<file path="src/rtl/core_mem_arbiter_pkg.sv">
// Shared types and defaults for the core memory arbiter: requester IDs,
// grant-lock states and the default outstanding-transaction depth.
package core_mem_arbiter_pkg;

    localparam int ARB_XLEN        = 32;
    localparam int ARB_OUTSTANDING = 4;
    localparam int ARB_MAX_STREAK  = 4;

    typedef enum logic {
        ARB_ID_INST = 1'b0,
        ARB_ID_DATA = 1'b1
    } arb_id_e;

    typedef enum logic [1:0] {
        LOCK_NONE = 2'd0,
        LOCK_INST = 2'd1,
        LOCK_DATA = 2'd2
    } arb_lock_e;

    function automatic arb_lock_e lock_for(input arb_id_e id);
        return (id == ARB_ID_DATA) ? LOCK_DATA : LOCK_INST;
    endfunction

endpackage

</file>
<file path="src/rtl/core_mem_arbiter_if.sv">
// Pipelined request/response bus: one address handshake (req/addr_ok) and
// one in-order response strobe (data_ok) per transaction.
interface core_mem_arbiter_if #(
    parameter int XLEN = 32
);
    logic            req;
    logic            wr;
    logic [3:0]      wstrb;
    logic [XLEN-1:0] addr;
    logic [XLEN-1:0] wdata;
    logic            addr_ok;
    logic            data_ok;
    logic [XLEN-1:0] rdata;

    modport master (
        output req, wr, wstrb, addr, wdata,
        input  addr_ok, data_ok, rdata
    );

    modport slave (
        input  req, wr, wstrb, addr, wdata,
        output addr_ok, data_ok, rdata
    );
endinterface

</file>
<file path="src/rtl/core_mem_arbiter_arb_id_fifo.sv">
// Requester-ID FIFO: remembers which requester owns each accepted but not
// yet answered memory transaction, in issue order.
module arb_id_fifo
    import core_mem_arbiter_pkg::*;
#(
    parameter int DEPTH = ARB_OUTSTANDING
) (
    input  logic    clk,
    input  logic    reset,
    input  logic    push_i,
    input  arb_id_e push_id_i,
    input  logic    pop_i,
    output logic    full_o,
    output logic    empty_o,
    output arb_id_e head_o
);

    localparam int AW = $clog2(DEPTH);

    arb_id_e        mem_q [DEPTH];
    logic [AW-1:0]  wr_ptr_q, rd_ptr_q;
    logic [AW:0]    count_q;
    logic           do_push, do_pop;

    assign full_o  = (count_q == (AW+1)'(DEPTH));
    assign empty_o = (count_q == '0);
    assign head_o  = mem_q[rd_ptr_q];

    assign do_push = push_i & ~full_o;
    assign do_pop  = pop_i & ~empty_o;

    // NOTE: storage is deliberately not reset; only the pointers and count
    // define validity, so stale entries are never observed.
    always_ff @(posedge clk) begin
        if (do_push) begin
            mem_q[wr_ptr_q] <= push_id_i;
        end
    end

    // NOTE: sequential state uses non-blocking assignments so every register
    // samples the pre-edge values regardless of statement order.
    always_ff @(posedge clk or posedge reset) begin
        if (reset) begin
            wr_ptr_q <= '0;
            rd_ptr_q <= '0;
            count_q  <= '0;
        end else begin
            if (do_push) begin
                wr_ptr_q <= wr_ptr_q + AW'(1);
            end
            if (do_pop) begin
                rd_ptr_q <= rd_ptr_q + AW'(1);
            end
            case ({do_push, do_pop})
                2'b10:   count_q <= count_q + (AW+1)'(1);
                2'b01:   count_q <= count_q - (AW+1)'(1);
                default: count_q <= count_q;
            endcase
        end
    end

endmodule

</file>
<file path="src/rtl/core_mem_arbiter.sv">
// Shares one pipelined memory port between instruction fetch and data access:
// data-first priority with a starvation cap, grant lock, in-order response routing.
module core_mem_arbiter
    import core_mem_arbiter_pkg::*;
#(
    parameter int XLEN        = ARB_XLEN,
    parameter int OUTSTANDING = ARB_OUTSTANDING,
    parameter int MAX_STREAK  = ARB_MAX_STREAK
) (
    input  logic                 clk,
    input  logic                 reset,
    core_mem_arbiter_if.slave    inst_bus,
    core_mem_arbiter_if.slave    data_bus,
    core_mem_arbiter_if.master   mem_bus,
    output logic                 err_unexp_resp
);

    localparam int SW = $clog2(MAX_STREAK + 1);

    logic             ready_q;
    arb_lock_e        lock_q, lock_d;
    logic [SW-1:0]    streak_q, streak_d;
    logic             err_q, err_d;

    arb_id_e          grant;
    logic             mem_req;
    logic             fire;
    logic             pop;
    logic             fifo_full, fifo_empty;
    arb_id_e          fifo_head;

    // Holds all outputs low for the first cycle after reset is released.
    always_ff @(posedge clk or posedge reset) begin
        if (reset) begin
            ready_q <= 1'b0;
        end else begin
            ready_q <= 1'b1;
        end
    end

    // NOTE: every signal written in an always_comb gets a default first,
    // so no path leaves it unassigned and no latch is inferred.
    always_comb begin
        grant = ARB_ID_INST;
        case (lock_q)
            LOCK_INST: grant = ARB_ID_INST;
            LOCK_DATA: grant = ARB_ID_DATA;
            default: begin
                if (data_bus.req && !(inst_bus.req && streak_q == SW'(MAX_STREAK))) begin
                    grant = ARB_ID_DATA;
                end else begin
                    grant = ARB_ID_INST;
                end
            end
        endcase
    end

    // A pop in the same cycle does not free a slot for a push: full blocks outright.
    assign mem_req = ready_q & (inst_bus.req | data_bus.req) & ~fifo_full;
    assign fire    = mem_req & mem_bus.addr_ok;
    assign pop     = ready_q & mem_bus.data_ok & ~fifo_empty;

    assign mem_bus.req   = mem_req;
    assign mem_bus.wr    = ready_q & ((grant == ARB_ID_DATA) ? data_bus.wr : inst_bus.wr);
    assign mem_bus.wstrb = ready_q ? ((grant == ARB_ID_DATA) ? data_bus.wstrb : inst_bus.wstrb) : '0;
    assign mem_bus.addr  = ready_q ? ((grant == ARB_ID_DATA) ? data_bus.addr  : inst_bus.addr)  : '0;
    assign mem_bus.wdata = ready_q ? ((grant == ARB_ID_DATA) ? data_bus.wdata : inst_bus.wdata) : '0;

    assign inst_bus.addr_ok = fire & (grant == ARB_ID_INST);
    assign data_bus.addr_ok = fire & (grant == ARB_ID_DATA);
    assign inst_bus.data_ok = pop & (fifo_head == ARB_ID_INST);
    assign data_bus.data_ok = pop & (fifo_head == ARB_ID_DATA);
    assign inst_bus.rdata   = ready_q ? mem_bus.rdata : '0;
    assign data_bus.rdata   = ready_q ? mem_bus.rdata : '0;

    assign err_unexp_resp = err_q;

    always_ff @(posedge clk or posedge reset) begin
        if (reset) begin
            lock_q   <= LOCK_NONE;
            streak_q <= '0;
            err_q    <= 1'b0;
        end else begin
            lock_q   <= lock_d;
            streak_q <= streak_d;
            err_q    <= err_d;
        end
    end

    // Lock freezes the grant (and so the payload) until the address is accepted.
    always_comb begin
        lock_d = lock_q;
        if (fire) begin
            lock_d = LOCK_NONE;
        end else if (mem_req) begin
            lock_d = lock_for(grant);
        end
    end

    always_comb begin
        streak_d = streak_q;
        if (!inst_bus.req) begin
            streak_d = '0;
        end else if (fire && grant == ARB_ID_INST) begin
            streak_d = '0;
        end else if (fire && grant == ARB_ID_DATA && streak_q != SW'(MAX_STREAK)) begin
            streak_d = streak_q + SW'(1);
        end
    end

    assign err_d = err_q | (ready_q & mem_bus.data_ok & fifo_empty);

    arb_id_fifo #(
        .DEPTH (OUTSTANDING)
    ) u_id_fifo (
        .clk       (clk),
        .reset     (reset),
        .push_i    (fire),
        .push_id_i (grant),
        .pop_i     (pop),
        .full_o    (fifo_full),
        .empty_o   (fifo_empty),
        .head_o    (fifo_head)
    );

endmodule

</file>
<file path="src/flat_wrapper.sv">
// flat-port wrapper written by rule: the top's interface ports become plain ports
module core_mem_arbiter_flat import core_mem_arbiter_pkg::*;
#(
    parameter int XLEN        = ARB_XLEN,
    parameter int OUTSTANDING = ARB_OUTSTANDING,
    parameter int MAX_STREAK  = ARB_MAX_STREAK
)
  (clk, reset, err_unexp_resp, inst_bus_req, inst_bus_wr, inst_bus_wstrb, inst_bus_addr, inst_bus_wdata, inst_bus_addr_ok, inst_bus_data_ok, inst_bus_rdata, data_bus_req, data_bus_wr, data_bus_wstrb, data_bus_addr, data_bus_wdata, data_bus_addr_ok, data_bus_data_ok, data_bus_rdata, mem_bus_req, mem_bus_wr, mem_bus_wstrb, mem_bus_addr, mem_bus_wdata, mem_bus_addr_ok, mem_bus_data_ok, mem_bus_rdata);
  core_mem_arbiter_if #(.XLEN(XLEN)) inst_bus_i ();
  core_mem_arbiter_if #(.XLEN(XLEN)) data_bus_i ();
  core_mem_arbiter_if #(.XLEN(XLEN)) mem_bus_i ();
  input  logic clk;
  input  logic reset;
  output logic err_unexp_resp;
  input wire logic [$bits(inst_bus_i.req)-1:0] inst_bus_req;
  input wire logic [$bits(inst_bus_i.wr)-1:0] inst_bus_wr;
  input wire logic [$bits(inst_bus_i.wstrb)-1:0] inst_bus_wstrb;
  input wire logic [$bits(inst_bus_i.addr)-1:0] inst_bus_addr;
  input wire logic [$bits(inst_bus_i.wdata)-1:0] inst_bus_wdata;
  output wire logic [$bits(inst_bus_i.addr_ok)-1:0] inst_bus_addr_ok;
  output wire logic [$bits(inst_bus_i.data_ok)-1:0] inst_bus_data_ok;
  output wire logic [$bits(inst_bus_i.rdata)-1:0] inst_bus_rdata;
  input wire logic [$bits(data_bus_i.req)-1:0] data_bus_req;
  input wire logic [$bits(data_bus_i.wr)-1:0] data_bus_wr;
  input wire logic [$bits(data_bus_i.wstrb)-1:0] data_bus_wstrb;
  input wire logic [$bits(data_bus_i.addr)-1:0] data_bus_addr;
  input wire logic [$bits(data_bus_i.wdata)-1:0] data_bus_wdata;
  output wire logic [$bits(data_bus_i.addr_ok)-1:0] data_bus_addr_ok;
  output wire logic [$bits(data_bus_i.data_ok)-1:0] data_bus_data_ok;
  output wire logic [$bits(data_bus_i.rdata)-1:0] data_bus_rdata;
  output wire logic [$bits(mem_bus_i.req)-1:0] mem_bus_req;
  output wire logic [$bits(mem_bus_i.wr)-1:0] mem_bus_wr;
  output wire logic [$bits(mem_bus_i.wstrb)-1:0] mem_bus_wstrb;
  output wire logic [$bits(mem_bus_i.addr)-1:0] mem_bus_addr;
  output wire logic [$bits(mem_bus_i.wdata)-1:0] mem_bus_wdata;
  input wire logic [$bits(mem_bus_i.addr_ok)-1:0] mem_bus_addr_ok;
  input wire logic [$bits(mem_bus_i.data_ok)-1:0] mem_bus_data_ok;
  input wire logic [$bits(mem_bus_i.rdata)-1:0] mem_bus_rdata;
  assign inst_bus_i.req = inst_bus_req;
  assign inst_bus_i.wr = inst_bus_wr;
  assign inst_bus_i.wstrb = inst_bus_wstrb;
  assign inst_bus_i.addr = inst_bus_addr;
  assign inst_bus_i.wdata = inst_bus_wdata;
  assign inst_bus_addr_ok = inst_bus_i.addr_ok;
  assign inst_bus_data_ok = inst_bus_i.data_ok;
  assign inst_bus_rdata = inst_bus_i.rdata;
  assign data_bus_i.req = data_bus_req;
  assign data_bus_i.wr = data_bus_wr;
  assign data_bus_i.wstrb = data_bus_wstrb;
  assign data_bus_i.addr = data_bus_addr;
  assign data_bus_i.wdata = data_bus_wdata;
  assign data_bus_addr_ok = data_bus_i.addr_ok;
  assign data_bus_data_ok = data_bus_i.data_ok;
  assign data_bus_rdata = data_bus_i.rdata;
  assign mem_bus_req = mem_bus_i.req;
  assign mem_bus_wr = mem_bus_i.wr;
  assign mem_bus_wstrb = mem_bus_i.wstrb;
  assign mem_bus_addr = mem_bus_i.addr;
  assign mem_bus_wdata = mem_bus_i.wdata;
  assign mem_bus_i.addr_ok = mem_bus_addr_ok;
  assign mem_bus_i.data_ok = mem_bus_data_ok;
  assign mem_bus_i.rdata = mem_bus_rdata;
  core_mem_arbiter #(.XLEN(XLEN), .OUTSTANDING(OUTSTANDING), .MAX_STREAK(MAX_STREAK)) u_core (.clk(clk), .reset(reset), .inst_bus(inst_bus_i), .data_bus(data_bus_i), .mem_bus(mem_bus_i), .err_unexp_resp(err_unexp_resp));
endmodule
</file>
<file path="config.mk">
export PLATFORM = sky130hd
export DESIGN_NAME = core_mem_arbiter_flat
export DESIGN_NICKNAME = d
export VERILOG_FILES = /design/src/rtl/core_mem_arbiter_pkg.sv /design/src/rtl/core_mem_arbiter_if.sv /design/src/rtl/core_mem_arbiter_arb_id_fifo.sv /design/src/rtl/core_mem_arbiter.sv /design/src/flat_wrapper.sv
export SDC_FILE = /design/constraint.sdc
export NUM_CORES = 1
export LEC_CHECK = 0
export CORE_AREA = 2 2 123 125
export CTS_CLUSTER_SIZE = 30
export DETAILED_ROUTE_END_ITERATION = 10
export DIE_AREA = 0 0 125 127
export PLACE_DENSITY = 0.71
export SYNTH_ARGS = -nofsm -noshare
export SYNTH_HDL_FRONTEND = slang
export SYNTH_HIERARCHICAL = 1
export SYNTH_SLANG_ARGS = --single-unit
</file>
<file path="constraint.sdc">
create_clock -name clk -period 3 [get_ports clk]
set_input_delay 0.3 -clock clk [delete_from_list [all_inputs] [get_ports clk]]
set_output_delay 0.3 -clock clk [all_outputs]
set_load 0.005 [all_outputs]
</file>
## After elaboration in Yosys (flattened, before gate mapping)

Memory sizes are Yosys's and may differ from the RTL's.
Cells that the tools add are included.

| storage, ports and cells | value |
|---|---|
| bits in read-only memories | 0 |
| bits in latches | 0 |
| input bits | 176 |
| output and inout bits | 139 |
| memories | 1 |
| register bits | 14 |
| RAM bits | 4 |
| logic and storage cells | 68 |

| operators by class | value |
|---|---|
| multiplexer cells | 19 |
| reductions and logical operators | 9 |
| divide/modulo/power cells | 0 |
| equality and inequality tests | 8 |
| bitwise gates (word level) | 19 |
| shift-type cells | 0 |
| magnitude comparators | 0 |
| $add $sub $neg | 5 |
| multiply operators | 0 |

Memory list:

| name | depth | bits a word | read ports | clocked after memory_dff | write ports | RTL line | text |
|---|---|---|---|---|---|---|---|
| u_core.u_id_fifo.mem_q | 4 | 1 | 1 | 0 | 1 | core_mem_arbiter_arb_id_fifo.sv:20 | `arb_id_e mem_q [DEPTH];` |

Operator list:

| kind | count |
|---|---|
| $mux W32 | 5 |
| $and A1 B1 Y1 | 13 |
| $mux W3 | 3 |
| $mux W4 | 2 |
| $add A3 B1 Y3 const B | 2 |
| $eq A3 B3 Y1 const B | 2 |
| $mux W2 | 3 |
| $pmux W3 S2 | 1 |
| $logic_and A1 B1 Y1 | 5 |
| $add A2 B1 Y2 const B | 2 |
| $eq A2 B1 Y1 const B | 2 |
| $eq A2 B2 Y1 const B | 2 |
| $mux W1 | 4 |
| $not A1 Y1 | 4 |
| $reduce_bool A2 Y1 | 2 |
| $logic_not A3 Y1 | 1 |
| $ne A3 B1 Y1 const B | 1 |
| $ne A3 B3 Y1 const B | 1 |
| $sub A3 B1 Y3 const B | 1 |
| $or A1 B1 Y1 | 2 |
| $pmux W1 S2 | 1 |
| $logic_not A1 Y1 | 1 |

## Logic depth before layout (Yosys ltp)

Gate-level depths: netlist of the first run.

| depth | value |
|---|---|
| depth after elaboration | 11 |
| mapped depth | 12 |

## Hierarchy

The synthesis of the first run kept the hierarchy.

Modules (own cells, without submodules):

| module | seq. area each (µm²) | cells each | area each (µm²) | instances |
|---|---|---|---|---|
| core_mem_arbiter | 175.2 | 374 | 2,338.5 | 1 |
| arb_id_fifo | 295.3 | 44 | 585.6 | 1 |

## Worst setup path after synthesis of the first run

Ideal clock, no wire load.

| timing | value |
|---|---|
| kind | register to register |
| start | reg u_core.u_id_fifo.count_q[2] |
| end | reg u_core.u_id_fifo.count_q[2] |
| required time | 2,875 ps |
| path buffers | 0 |
| cell stages (with the launch flop) | 13 |
| data arrival time | 2,142 ps |
| setup slack | 733 ps |
| cell sequence | dfrtp_1 > nor3b_4 > nand2b_4 > or3_1 > inv_1 > nor2b_4 > inv_1 > ha_1 > inv_1 > fa_1 > xor2_1 > nor2_1 > xor2_1 |

| on the way | value |
|---|---|
| cells in the longest elaborated chain, start to end | 7 |

RTL lines:

| what | RTL line | text |
|---|---|---|
| start: declaration | core_mem_arbiter_arb_id_fifo.sv:22 | `logic [AW:0] count_q;` |
| start signal: assignment | core_mem_arbiter_arb_id_fifo.sv:55 | `2'b10: count_q <= count_q + (AW+1)'(1);` |
| start signal: assignment | core_mem_arbiter_arb_id_fifo.sv:56 | `2'b01: count_q <= count_q - (AW+1)'(1);` |
| start signal: assignment | core_mem_arbiter_arb_id_fifo.sv:57 | `default: count_q <= count_q;` |
| $eq A3 B3 Y1 (*) | core_mem_arbiter_arb_id_fifo.sv:25 | `assign full_o = (count_q == (AW+1)'(DEPTH));` |
| net u_core.fifo_full | core_mem_arbiter.sv:29 | `logic fifo_full, fifo_empty;` |
| $not A1 Y1 (*) | core_mem_arbiter.sv:59 | `assign mem_req = ready_q & (inst_bus.req \| data_bus.req) & ~fifo_full;` |
| $and A1 B1 Y1 (*) | core_mem_arbiter.sv:59 |  |
| $and A1 B1 Y1 (*) | core_mem_arbiter.sv:60 | `assign fire = mem_req & mem_bus.addr_ok;` |
| net u_core.fire | core_mem_arbiter.sv:27 | `logic fire;` |
| $and A1 B1 Y1 (*) | core_mem_arbiter_arb_id_fifo.sv:29 | `assign do_push = push_i & ~full_o;` |
| $eq A2 B1 Y1 / $eq A2 B2 Y1 (equally long branches) | core_mem_arbiter_arb_id_fifo.sv:54 | `case ({do_push, do_pop})` |
| $pmux W3 S2 / $reduce_bool A2 Y1 (equally long branches) | -- |  |

The timed path passes the listed nets; every way through them passes the cells marked *.
A chain may end at the register's enable or synchronous reset.

## Final worst setup path of the first run

| timing | value |
|---|---|
| start | reg u_core.lock_q[1] |
| end | out inst_bus_addr_ok |

| on the way | value |
|---|---|
| cells in the longest elaborated chain, start to end | 4 |

RTL lines:

| what | RTL line | text |
|---|---|---|
| start: declaration | core_mem_arbiter.sv:21 | `arb_lock_e lock_q, lock_d;` |
| start signal: assignment | core_mem_arbiter.sv:84 | `lock_q <= lock_d;` |
| $eq A2 B2 Y1 / $eq A2 B1 Y1 (equally long branches) | core_mem_arbiter.sv:45 | `case (lock_q)` |
| $pmux W1 S2 (*) | core_mem_arbiter.sv:45 |  |
| net u_core.grant | core_mem_arbiter.sv:25 | `arb_id_e grant;` |
| $not A1 Y1 (*) | core_mem_arbiter.sv:69 | `assign inst_bus.addr_ok = fire & (grant == ARB_ID_INST);` |
| $and A1 B1 Y1 (*) | core_mem_arbiter.sv:69 |  |
| end: declaration | flat_wrapper.sv:20 | `output wire logic [$bits(inst_bus_i.addr_ok)-1:0] inst_bus_addr_ok;` |

Marked as above.

==> metrics, run 1 <==
outcome complete, no violations; Starting DRT DRC Count 278; die span in x 125 µm; max-slew violations 0; RSZ-0062 raised after global routing no; asr flop ratio synth 77.78%; Final period util 93.45%; Synth Flop Type dfrtp_1; Max VDD drop 0.3144 mV; Worst Skew 0.002523 ns; # setup viols final 0; DP Area 0.006070 mm²; sequential area share after synthesis 16.09%; Post-DRT Antenna Nets 0; FF-to-FF Start u_core/u_id_fifo/count_q[0]; post-synthesis compound-gate area fraction 31.54%; # Max-Cap Violations 0; number of iterations in the first detailed-routing pass 5; initial antenna violation count 0; Worst EP arrival 2.50 ns; CP max FO 21; cell taking the most area after synthesis o211ai_1; CTS max path bufs 2; synthesized cell area 0.002924 mm²; Setup Buffers After CTS 0; Vias/cell 4.789; core area 0.01442 mm²; Distinct cells, synth 40; Yosys warning count 6; Worst Setup End Kind output port; Setup crit start kind flip-flop; Setup crit end inst_bus_addr_ok; Cells after Synth 418; mux cell area share after synthesis 2.353%; CTS tree yes; H-tree levels 1; Yosys reg bits 18; WL per Instance 16.84 µm; drt drc 0; max frequency 356.7 MHz; Final Critical Period between 2 and 3 ns; IO Port Bufs around 310; total CTS buffers 3; Worst Setup SP u_core/lock_q[1]; reg2reg end u_core/u_id_fifo/count_q[2]; DP Worst Slack 0.2434 ns; post-synthesis average cell area about 7 µm²; I/O pin count 315; CTS Hold Bufs 0; vias in the first global route 3937; die area 0.01588 mm²; first-pass GRT wire length roughly 22000 µm; Hold Vio Cnt, Final 0; Clk Latency, worst-skew pair 0.24 ns; CTS resizes 0; Synth top area share 17.72%; simple-gate portion of the synthesized area between 20% and 30%; critical-path cell list ha_1 > mux2_2 > buf_12 > nand2_1 > inv_1 > nor2_1 > clkdlybuf4s50_1; Initial Utilization roughly a fifth; P_leak 2.221 nW; GR Util All Layers 16.82%; Hold WC Path Type primary input to asynchronous set/reset pin; worst path required time 2.70 ns; Worst Hold Margin 0.3222 ns; crit-path max cell delay approximately 0.52 ns; global route overflow 0; # nets final 854; routability cong. 0.8183; clock sink count 18; ranking of synthesized cells by area o211ai_1 18%, dfrtp_1 12%, a21oi_1 12%; WL final 14350 µm; critical path class flip-flop to output port; vias 4080; Post-Synth Adder-Cell Area 4.108%; clock slew at reported path FFs 0.05 ns; Worst R2R Setup Slack 0.55 ns; Crit-path slowest cell clkdlybuf4s50_1; power per standard cell area 524.6 mW/mm²; root buffer cell clkbuf_16; Setup WS post-layout 0.1965 ns; utilization after layout 42.63%; number of flops mapped to enable cells by yosys 4; XOR/XNOR Fraction of Synth Area approximately 1.8%; Die H ~130 µm; DPL Wire Length 11190 µm; syn nets around 600; layout cells sized above 1 4.790%; pin count of the biggest net entering global routing 50; main combinational cell family by area after synthesis compound AO/OA/AOI/OAI gates; R2R cell count 12; # rows 44; Setup TNS 0 ns; Area Growth Syn to Fin 110.3%; ant diodes 0; design area 0.006148 mm²
sequential cells by signal, summed over array words and instances, names as in the netlist:
register                   flops
u_core/streak_q                3
u_core/u_id_fifo/wr_ptr_q      2
u_core/err_unexp_resp          1
u_core/u_id_fifo/mem_q         4
u_core/u_id_fifo/rd_ptr_q      2
u_core/u_id_fifo/count_q       3
u_core/lock_q                  2
u_core/ready_q                 1
logic make-up after synthesis:
family,after synthesis
other cells,1
buf+inv,97
mux,5
fa+ha+maj,9
xor+xnor,6
flops,18
simple gates,136
compound gates,146
Yosys cell counts, types with 2 or more instances:
master / number
xor2_1: 3
edfxtp_1: 4
buf_4: 33
inv_1: 14
xnor2_1: 3
dfrtp_1: 14
buf_2: 20
and2_1: 35
nand2_1: 8
and3_1: 2
nor3_1: 2
nor2_1: 6
mux2i_1: 2
nand2b_1: 2
nand3_1: 69
a21oi_1: 69
clkbuf_1: 28
nand4_1: 3
o211ai_1: 69
or3_1: 2
ha_1: 8
o21ai_0: 3
and2_2: 2
stage by stage:
| stage | power (mW) | cells |
|---|---|---|
| global placement | 2.952 | 848 |
| global route | 3.499 | 852 |
| detailed placement | 2.976 | 848 |
| CTS | 3.253 | 852 |
| finish | 3.225 | 852 |
| floorplan | 1.708 | 418 |
cell usage in the layout, fill, tap and decap left out, types with 3 or more instances in the layout:
master,count
clkbuf_16,3
ha_1,8
xnor2_1,3
xor2_1,3
dfrtp_1,14
inv_1,14
nand3_1,69
nand4_1,3
o211ai_1,69
and2_1,35
edfxtp_1,4
buf_4,4
nor2_1,6
o21ai_0,3
buf_12,10
nand2_1,7
clkdlybuf4s50_1,314
a21oi_1,69
power by group:
group | total, mW | internal [mW] | leakage (nW) | switching [mW]
Clock | 0.261 | 0.177 | 0.0385 | 0.0839
Sequential | 0.414 | 0.339 | 0.208 | 0.0750
Combinational | 2.55 | 1.40 | 1.97 | 1.15
per-layer routing:
layer  GRT usage [%]  vias up  wire length [µm]
met5               0        -                 0
met4           2.353        0               164
met3           1.968       12               912
met2           29.89      198              7211
met1           22.50     1875              6062
li1                -     1995                 -
critical path, delay by kind of cell, from the launching register on:
family / cells / cell delay [ns]
buffers and inverters: 3 / 0.84
multiplexers: 1 / 0.45
adder cells (fa/ha/maj): 1 / 0.36
AND/OR/NAND/NOR: 2 / 0.23
flip-flops: 1 / 0.38
worst min-delay path by stage:
stage                           from                           end  slack, ns  cells after the start
2_1_floorplan                  reset         u_core/err_unexp_resp       0.10                      1
3_3_place_gp   u_core/err_unexp_resp         u_core/err_unexp_resp       0.45                      1
3_5_place_dp   u_core/err_unexp_resp         u_core/err_unexp_resp       0.47                      1
4_1_cts                        reset  u_core/u_id_fifo/rd_ptr_q[1]       0.33                      2
5_1_grt                        reset  u_core/u_id_fifo/rd_ptr_q[1]       0.35                      2
6_report                       reset  u_core/u_id_fifo/rd_ptr_q[1]       0.32                      2
final cells by class:
type	count	area (µm²)
fillers	1472	8275
well taps	184	230.2
flip-flops and latches	18	470.5
clock inverters	1	3.754
repair buffers	328	3373
clock buffers	3	75.07
multi-input cells	303	1939
inverters	15	56.30
Note: power is estimated with default switching activity, not from simulation.
==> run 2: changes to the inputs <==
GPL_ROUTABILITY_DRIVEN = 0   (was not set)
==> results of run 2 <==
Same layout as run 1: the final DEF is identical, and so are final timing and power.
==> run 3: changes to the inputs <==
CTS_CLUSTER_SIZE = not set   (was 30)
==> results of run 3 <==
Same layout as run 1: the final DEF is identical, and so are final timing and power.
